**src/rtl/pad_pkg.sv**
```systemverilog
// pad_pkg: shared definitions for the paddle controller.
//   pad_state_e : per-paddle movement state (IDLE / UP / DOWN)
//   KEY_DOWN/UP : bit index of each key inside a channel's 2-bit key pair
//   *_DEF       : default playfield geometry and movement constants
package pad_pkg;

  typedef enum logic [1:0] {
    ST_IDLE = 2'd0,
    ST_UP   = 2'd1,
    ST_DOWN = 2'd2
  } pad_state_e;

  localparam int KEY_DOWN = 0;
  localparam int KEY_UP   = 1;

  localparam int PAD_W_DEF  = 5;
  localparam int PAD_H_DEF  = 70;
  localparam int Y_MIN_DEF  = 5;
  localparam int Y_MAX_DEF  = 400;
  localparam int Y_INIT_DEF = 205;

endpackage

```
**src/rtl/pad_chan.sv**
```systemverilog
// pad_chan: one paddle channel.
//   vga_clk, sys_rst_n (sync, active-high), start, move_en : timing/control
//   key_n[1:0]  : active-low key pair (KEY_DOWN = +y, KEY_UP = -y)
//   auto_mode   : track ball_y instead of keys
//   pad_x       : paddle left x; body_x/body_y : current pixel
//   hit         : combinational pixel-inside-paddle (feeds the shared OR register)
//   head        : registered hit; pad_y : current paddle top
module pad_chan
  import pad_pkg::*;
#(
  parameter int COORD_W     = 12,
  parameter int PAD_W       = PAD_W_DEF,
  parameter int PAD_H       = PAD_H_DEF,
  parameter int Y_MIN       = Y_MIN_DEF,
  parameter int Y_MAX       = Y_MAX_DEF,
  parameter int Y_INIT      = Y_INIT_DEF,
  parameter int STEP        = 10,
  parameter int STEP_FAST   = 20,
  parameter int ACCEL_TICKS = 4,
  parameter int DEADBAND    = 8
) (
  input  logic               vga_clk,
  input  logic               sys_rst_n,
  input  logic               start,
  input  logic               move_en,
  input  logic [1:0]         key_n,
  input  logic               auto_mode,
  input  logic [COORD_W-1:0] ball_y,
  input  logic [COORD_W-1:0] pad_x,
  input  logic [COORD_W-1:0] body_x,
  input  logic [COORD_W-1:0] body_y,
  output logic               hit,
  output logic               head,
  output logic [COORD_W-1:0] pad_y
);

  localparam int CW1 = COORD_W + 1;
  localparam int HW  = $clog2(ACCEL_TICKS + 1);

  pad_state_e         state_q, state_d, req;
  logic [HW-1:0]      hold_q, hold_d;
  logic [COORD_W-1:0] y_q, y_d, y_move;
  logic [CW1-1:0]     centre, ball_w, step, sum;
  logic               same, fast;

  // Direction request. Auto-mode compares are rearranged so nothing is
  // subtracted from the centre (no underflow near the top of the field).
  always_comb begin
    req    = ST_IDLE;
    ball_w = {1'b0, ball_y};
    centre = {1'b0, y_q} + CW1'(PAD_H / 2);
    if (auto_mode) begin
      if (ball_w + CW1'(DEADBAND) < centre)      req = ST_UP;
      else if (ball_w > centre + CW1'(DEADBAND)) req = ST_DOWN;
    end else if (!key_n[KEY_DOWN] && key_n[KEY_UP]) begin
      req = ST_DOWN;
    end else if (key_n[KEY_DOWN] && !key_n[KEY_UP]) begin
      req = ST_UP;
    end
  end

  // hold_q counts consecutive moves in the current direction; a move out of
  // IDLE or a reversal is the first move of a new run, so it loads 1 and is
  // taken at STEP. STEP_FAST applies once ACCEL_TICKS moves have been made.
  always_comb begin
    same   = (req == state_q) && (req != ST_IDLE);
    fast   = same && (hold_q >= HW'(ACCEL_TICKS));
    step   = fast ? CW1'(STEP_FAST) : CW1'(STEP);
    sum    = {1'b0, y_q} + step;
    y_move = y_q;
    case (req)
      ST_DOWN: y_move = (sum > CW1'(Y_MAX)) ? COORD_W'(Y_MAX) : sum[COORD_W-1:0];
      ST_UP:   y_move = ({1'b0, y_q} < CW1'(Y_MIN) + step) ? COORD_W'(Y_MIN)
                                                             : y_q - step[COORD_W-1:0];
      default: y_move = y_q;
    endcase
  end

  always_comb begin
    state_d = state_q;
    hold_d  = hold_q;
    y_d     = y_q;
    if (!start) begin
      state_d = ST_IDLE;
      hold_d  = '0;
      y_d     = COORD_W'(Y_INIT);
    end else if (move_en) begin
      state_d = req;
      y_d     = y_move;
      if (req == ST_IDLE)                     hold_d = '0;
      else if (!same)                         hold_d = HW'(1);
      else if (hold_q != HW'(ACCEL_TICKS))    hold_d = hold_q + HW'(1);
    end
  end

  // Hit test against the pre-update position; all bounds strict.
  always_comb begin
    hit = ({1'b0, body_x} > {1'b0, pad_x}) &&
          ({1'b0, body_x} < {1'b0, pad_x} + CW1'(PAD_W)) &&
          ({1'b0, body_y} > {1'b0, y_q}) &&
          ({1'b0, body_y} < {1'b0, y_q} + CW1'(PAD_H));
  end

  always_ff @(posedge vga_clk) begin
    if (sys_rst_n) begin
      state_q <= ST_IDLE;
      hold_q  <= '0;
      y_q     <= COORD_W'(Y_INIT);
      head    <= 1'b0;
    end else begin
      state_q <= state_d;
      hold_q  <= hold_d;
      y_q     <= y_d;
      head    <= hit;
    end
  end

  assign pad_y = y_q;

endmodule

```
**src/rtl/pad_ctrl_multi.sv**
```systemverilog
// pad_ctrl_multi: NUM_PADS independent paddle channels on vga_clk.
//   vga_clk, sys_rst_n (sync, active-high), start, move_en
//   key_n[2i]/[2i+1] : channel i down/up (active low)
//   auto_mode[i], ball_y : ball tracking
//   pad_x slice i, body_x, body_y : hit-test inputs
//   head[i], hit_any : registered hit flags; pad_y slice i : paddle top
module pad_ctrl_multi
  import pad_pkg::*;
#(
  parameter int NUM_PADS    = 2,
  parameter int COORD_W     = 12,
  parameter int PAD_W       = PAD_W_DEF,
  parameter int PAD_H       = PAD_H_DEF,
  parameter int Y_MIN       = Y_MIN_DEF,
  parameter int Y_MAX       = Y_MAX_DEF,
  parameter int Y_INIT      = Y_INIT_DEF,
  parameter int STEP        = 10,
  parameter int STEP_FAST   = 20,
  parameter int ACCEL_TICKS = 4,
  parameter int DEADBAND    = 8
) (
  input  logic                        vga_clk,
  input  logic                        sys_rst_n,
  input  logic                        start,
  input  logic                        move_en,
  input  logic [2*NUM_PADS-1:0]       key_n,
  input  logic [NUM_PADS-1:0]         auto_mode,
  input  logic [COORD_W-1:0]          ball_y,
  input  logic [NUM_PADS*COORD_W-1:0] pad_x,
  input  logic [COORD_W-1:0]          body_x,
  input  logic [COORD_W-1:0]          body_y,
  output logic [NUM_PADS-1:0]         head,
  output logic [NUM_PADS*COORD_W-1:0] pad_y,
  output logic                        hit_any
);

  logic [NUM_PADS-1:0] hit_c;

  for (genvar g = 0; g < NUM_PADS; g++) begin : g_chan
    pad_chan #(
      .COORD_W(COORD_W), .PAD_W(PAD_W), .PAD_H(PAD_H),
      .Y_MIN(Y_MIN), .Y_MAX(Y_MAX), .Y_INIT(Y_INIT),
      .STEP(STEP), .STEP_FAST(STEP_FAST),
      .ACCEL_TICKS(ACCEL_TICKS), .DEADBAND(DEADBAND)
    ) u_chan (
      .vga_clk  (vga_clk),
      .sys_rst_n(sys_rst_n),
      .start    (start),
      .move_en  (move_en),
      .key_n    (key_n[2*g +: 2]),
      .auto_mode(auto_mode[g]),
      .ball_y   (ball_y),
      .pad_x    (pad_x[g*COORD_W +: COORD_W]),
      .body_x   (body_x),
      .body_y   (body_y),
      .hit      (hit_c[g]),
      .head     (head[g]),
      .pad_y    (pad_y[g*COORD_W +: COORD_W])
    );
  end

  // Built from the unregistered hits so it lands on the same edge as head.
  always_ff @(posedge vga_clk) begin
    if (sys_rst_n) hit_any <= 1'b0;
    else           hit_any <= |hit_c;
  end

endmodule

```
**config.mk**
```make
export PLATFORM = sky130hd
export DESIGN_NAME = pad_ctrl_multi
export DESIGN_NICKNAME = d
export VERILOG_FILES = /design/src/rtl/pad_pkg.sv /design/src/rtl/pad_chan.sv /design/src/rtl/pad_ctrl_multi.sv
export SDC_FILE = /design/constraint.sdc
export NUM_CORES = 1
export LEC_CHECK = 0
export CORE_MARGIN = 1
export CORE_UTILIZATION = 23
export CTS_CLUSTER_SIZE = 16
export DETAILED_ROUTE_END_ITERATION = 10
export SLEW_MARGIN = 20
export SYNTH_ARGS = -nofsm -noshare
export SYNTH_HDL_FRONTEND = slang
export SYNTH_SLANG_ARGS = --single-unit
```
**constraint.sdc**
```tcl
create_clock -name vga_clk -period 7.7 [get_ports vga_clk]
set_input_delay 1.54 -clock vga_clk [delete_from_list [all_inputs] [get_ports vga_clk]]
set_output_delay 1.54 -clock vga_clk [all_outputs]
set_load 0.02 [all_outputs]
```
==> run summary <==
===========================================================================
Depth of the worst register-to-register path .................           32
P_sw .........................................................     0.370 mW
Worst r2r dst ................................................ g_chan[0].u_chan.pad_y[7]
Post-route worst hold slack ..................................     0.507 ns
Number of buffers added by the clock tree synthesis step .....            5
Maximum number of pins on one net before global-route repair .           22
Aggregate global-route resource usage ........................        14.6%
Global-route wire length before repair .......................     42400 um
Number of H-tree branching levels ............................            2
Switching part of the total power ............................        39.5%
Clock network fraction of design power .......................        26.3%
Capture point of the worst path .............................. g_chan[0].u_chan.pad_y[7]
Detailed placement HPWL ......................................     22100 um
Ports ........................................................           97
Number of sinks handled by clock tree synthesis ..............           37
Buf/Inv on CP ................................................            4
First-pass DRT Iterations ....................................            5
Master cell of the clock root buffer .........................    clkbuf_16
Final worst path period share ................................        94.4%
Antenna Cells ................................................            0
Share of the synthesized area in the top cell type ...........        27.6%
Synth area leaders ........................................... ha_1, dfxtp_1, xnor2_1, a21oi_1, inv_1
Logic gate share of total power ..............................        51.3%
Total congestion overflow ....................................            0
Placer's final routability congestion estimate ...............        0.911
Largest stage delay, worst path ..............................      0.49 ns
Bufs on Longest Clock Path ...................................            2
Final setup skew .............................................   0.00523 ns
Clock latency at the later pin of the worst-skew pair ........      0.28 ns
Core Rows ....................................................           67
Setup Crit Path Kind ......................................... primary input to flop
Arrival time at the worst endpoint ...........................      7.48 ns
Synth unique cells ...........................................           86
Y dimension of the die .......................................       189 um
Internal power contribution ..................................     0.566 mW
Critical path's top delay family ............................. compound AO/OA/AOI/OAI gates
Total Wirelength .............................................     26400 um
DRC Markers ..................................................            0
Worst supply voltage drop on vdd .............................    0.0907 mV
Number of nets with antenna violations after routing .........            0
CTS clk-pin slew, worst paths ................................      0.06 ns
Wire per inst ................................................      16.4 um
Run status ................................................... finished clean
Most used flip-flop cell after synthesis .....................      dfxtp_1
Max_slew headroom ............................................        49.5%
Area overhead of the layout relative to synthesis ............        23.0%
Power density of the placed cells ............................  94.9 nW/um2
Overall power ................................................     0.936 mW
Count of flip-flops with a built-in enable after synthesis ...            0
I/O Buffers ..................................................           96
Post-synthesis register bit count ............................           37
Post-layout instance count excluding filler cells ............         1612
Die outline width ............................................       189 um
Share of layout cells above drive strength 1 .................        7.22%
Per-cell via count in the routed design ......................         5.14
Crit path max fanout .........................................            6
Setup violators final ........................................            0
Slowest CP cell .............................................. clkdlybuf4s50_1
Startpoint kind of the worst setup timing path ............... primary input
Sequential fraction of the synthesis area ....................        9.24%
Number of slew-limit violations in the final report ..........            0
Cell area after technology mapping ...........................     8020 um2
Startpoint of the worst register-to-register path ............ g_chan[0].u_chan.pad_y[1]
Leakage power total ..........................................      4.13 nW
Synthesized area divided by synthesized cell count ...........     7.59 um2
Placed cell areas ............................................     9620 um2
Pre-CTS WS ...................................................   -0.0288 ns
Net total in the final layout ................................         1414
Min setup slack post-route ...................................     0.427 ns
Placed cell count ............................................         1600
Clock tree from TritonCTS ....................................         done
Cell accounting for the most synthesized area ................         ha_1
Total via count after detailed routing .......................         8293
Endpoint type of the worst setup path ........................         flop
Initial DRC Count ............................................          525
Flop pwr share ...............................................        22.4%
Post-layout min period .......................................      7.27 ns
Class of the tightest hold or removal check .................. flop to flop
Synthesis warning total ......................................            0
Setup total negative slack ...................................         0 ns
Hold violation total from the final report ...................            0
Area enclosed by the die boundary ............................    35600 um2
Vias in the first global route ...............................         8023
Effective utilization at floorplan ...........................        23.7%
Synth Instances ..............................................         1056
Setup slack, reg-to-reg ......................................      0.85 ns
Max Fclk .....................................................    0.138 GHz
Data required time at the worst endpoint .....................      7.91 ns
Worst Max-Slew Pin Slew ......................................     0.755 ns
Post-Synthesis Net Count .....................................         1307
Maximum capacitance violations ...............................            0
Filler cells .................................................         3680
Setup crit start .............................................    ball_y[7]
Share of the core filled with cells in the final layout ......        29.1%
Initial antenna violation count ..............................            0
Synth async-reset ratio ......................................           0%
Path length in cells of the critical path ....................           26
Core box area ................................................    33900 um2
Post-route cell area .........................................     9860 um2
===========================================================================
[synthesized netlist by cell type (4+ instances only)]
library cell and n:
a2111oi_0 5, a211oi_1 14, a21o_1 19, a21oi_1 74, a31oi_1 13, and2_1 9, and3_1 8, buf_2 6
buf_4 6, clkbuf_1 17, dfxtp_1 37, fa_1 4, ha_1 177, inv_1 88, inv_2 4, nand2_1 65
nand2_2 4, nand2b_1 13, nand3_1 44, nand3b_1 4, nand4_1 27, nor2_1 74, nor2b_1 13, nor3_1 31
nor4_1 10, o2111ai_1 13, o211ai_1 14, o21a_1 10, o21ai_0 60, o21ai_1 5, o21bai_1 5, o311ai_0 5
o311ai_1 5, o31ai_1 8, or3_1 4, xnor2_1 73, xor2_1 13
[per-layer routing]
metal / global-route usage [%] / wire (um) / share of wire (%)
met5: 0 / 0 / 0
met4: 5.83 / 994 / 3.8
met3: 1.60 / 1450 / 5.5
met2: 24.0 / 12000 / 45
met1: 19.3 / 12000 / 45
[power groups by stage]
stage	logic [mW]	clock network, mW	registers, mW
3_3_place_gp	0.463	0	0.213
4_1_cts	0.476	0.253	0.209
6_report	0.481	0.246	0.209
2_1_floorplan	0.308	0	0.213
5_1_grt	0.539	0.257	0.210
3_5_place_dp	0.472	0	0.213
[cells in the final DEF (no fill, tap or decap), types with 9 or more instances in the layout]
cell type	Yosys	routed
o21a_1	10	10
ha_1	177	177
a211oi_1	14	13
nor2b_1	13	13
dfxtp_1	37	37
nand2_1	65	64
o21ai_0	60	60
xor2_1	13	13
a21o_1	19	19
o2111ai_1	13	13
and2_1	9	9
buf_4	6	38
nor3_1	31	31
o211ai_1	14	14
a21oi_1	74	72
nand4_1	27	27
inv_1	88	88
nand3_1	44	44
a31oi_1	13	13
clkdlybuf4s50_1	0	96
nand2b_1	13	13
nor2_1	74	73
nor4_1	10	10
xnor2_1	73	73
[worst min-delay path, delay by kind of cell (launching register included)]
kind / cells / cell delay [ns]
flip-flops: 1 / 0.32
AND/OR/NAND/NOR: 1 / 0.10
AO/OA/AOI/OAI: 1 / 0.05
[flip-flops by register name, indices dropped and copies added (netlist names)]
register and flops:
g_chan.u_chan.head 2, g_chan.u_chan.hold_q 6, g_chan.u_chan.pad_y 24, g_chan.u_chan.state_q 4
hit_any 1
[cell type report]
type	instances	area [um2]	area share [%]
clock buffers	7	143	1.45
clock inverters	1	30.0	0.305
inverters	94	353	3.58
multi-input cells	891	6780	68.8
flip-flops and latches	37	741	7.51
well taps	448	561	5.69
repair buffers	134	1250	12.6
[worst min-delay path by stage]
| stage | end | depth (start not counted) | from | slack (ns) |
|---|---|---|---|---|
| final | g_chan[1].u_chan.state_q[0] | 2 | g_chan[1].u_chan.state_q[0] | 0.51 |
| after global routing | g_chan[1].u_chan.state_q[0] | 2 | g_chan[1].u_chan.state_q[0] | 0.55 |
| after CTS | g_chan[1].u_chan.state_q[0] | 2 | g_chan[1].u_chan.state_q[0] | 0.51 |
| after detailed placement | g_chan[1].u_chan.state_q[0] | 2 | g_chan[1].u_chan.state_q[0] | 0.50 |
| after global placement | g_chan[1].u_chan.state_q[1] | 2 | g_chan[1].u_chan.state_q[1] | 0.49 |
| after floorplan | g_chan[0].u_chan.state_q[0] | 2 | g_chan[0].u_chan.state_q[0] | 0.47 |
[timing repair]
item	CTS	global route
buffers inserted	0	4
setup endpoints to repair	0	16
hold buffers	0	0
gates resized for setup	0	10
[cell families (layout without fill, tap and decap cells)]
family | count (synthesis) | after routing | share of synthesized area (%)
AO/OA/AOI/OAI | 300 | 300 | 25.4
XOR/XNOR | 86 | 86 | 9.40
AND/OR/NAND/NOR | 322 | 322 | 20.5
multiplexers | 2 | 2 | 0.265
adder cells (fa/ha/maj) | 181 | 181 | 28.6
flip-flops | 37 | 37 | 9.24
buffers and inverters | 128 | 236 | 6.56
Note: power is estimated with default switching activity, not from simulation.
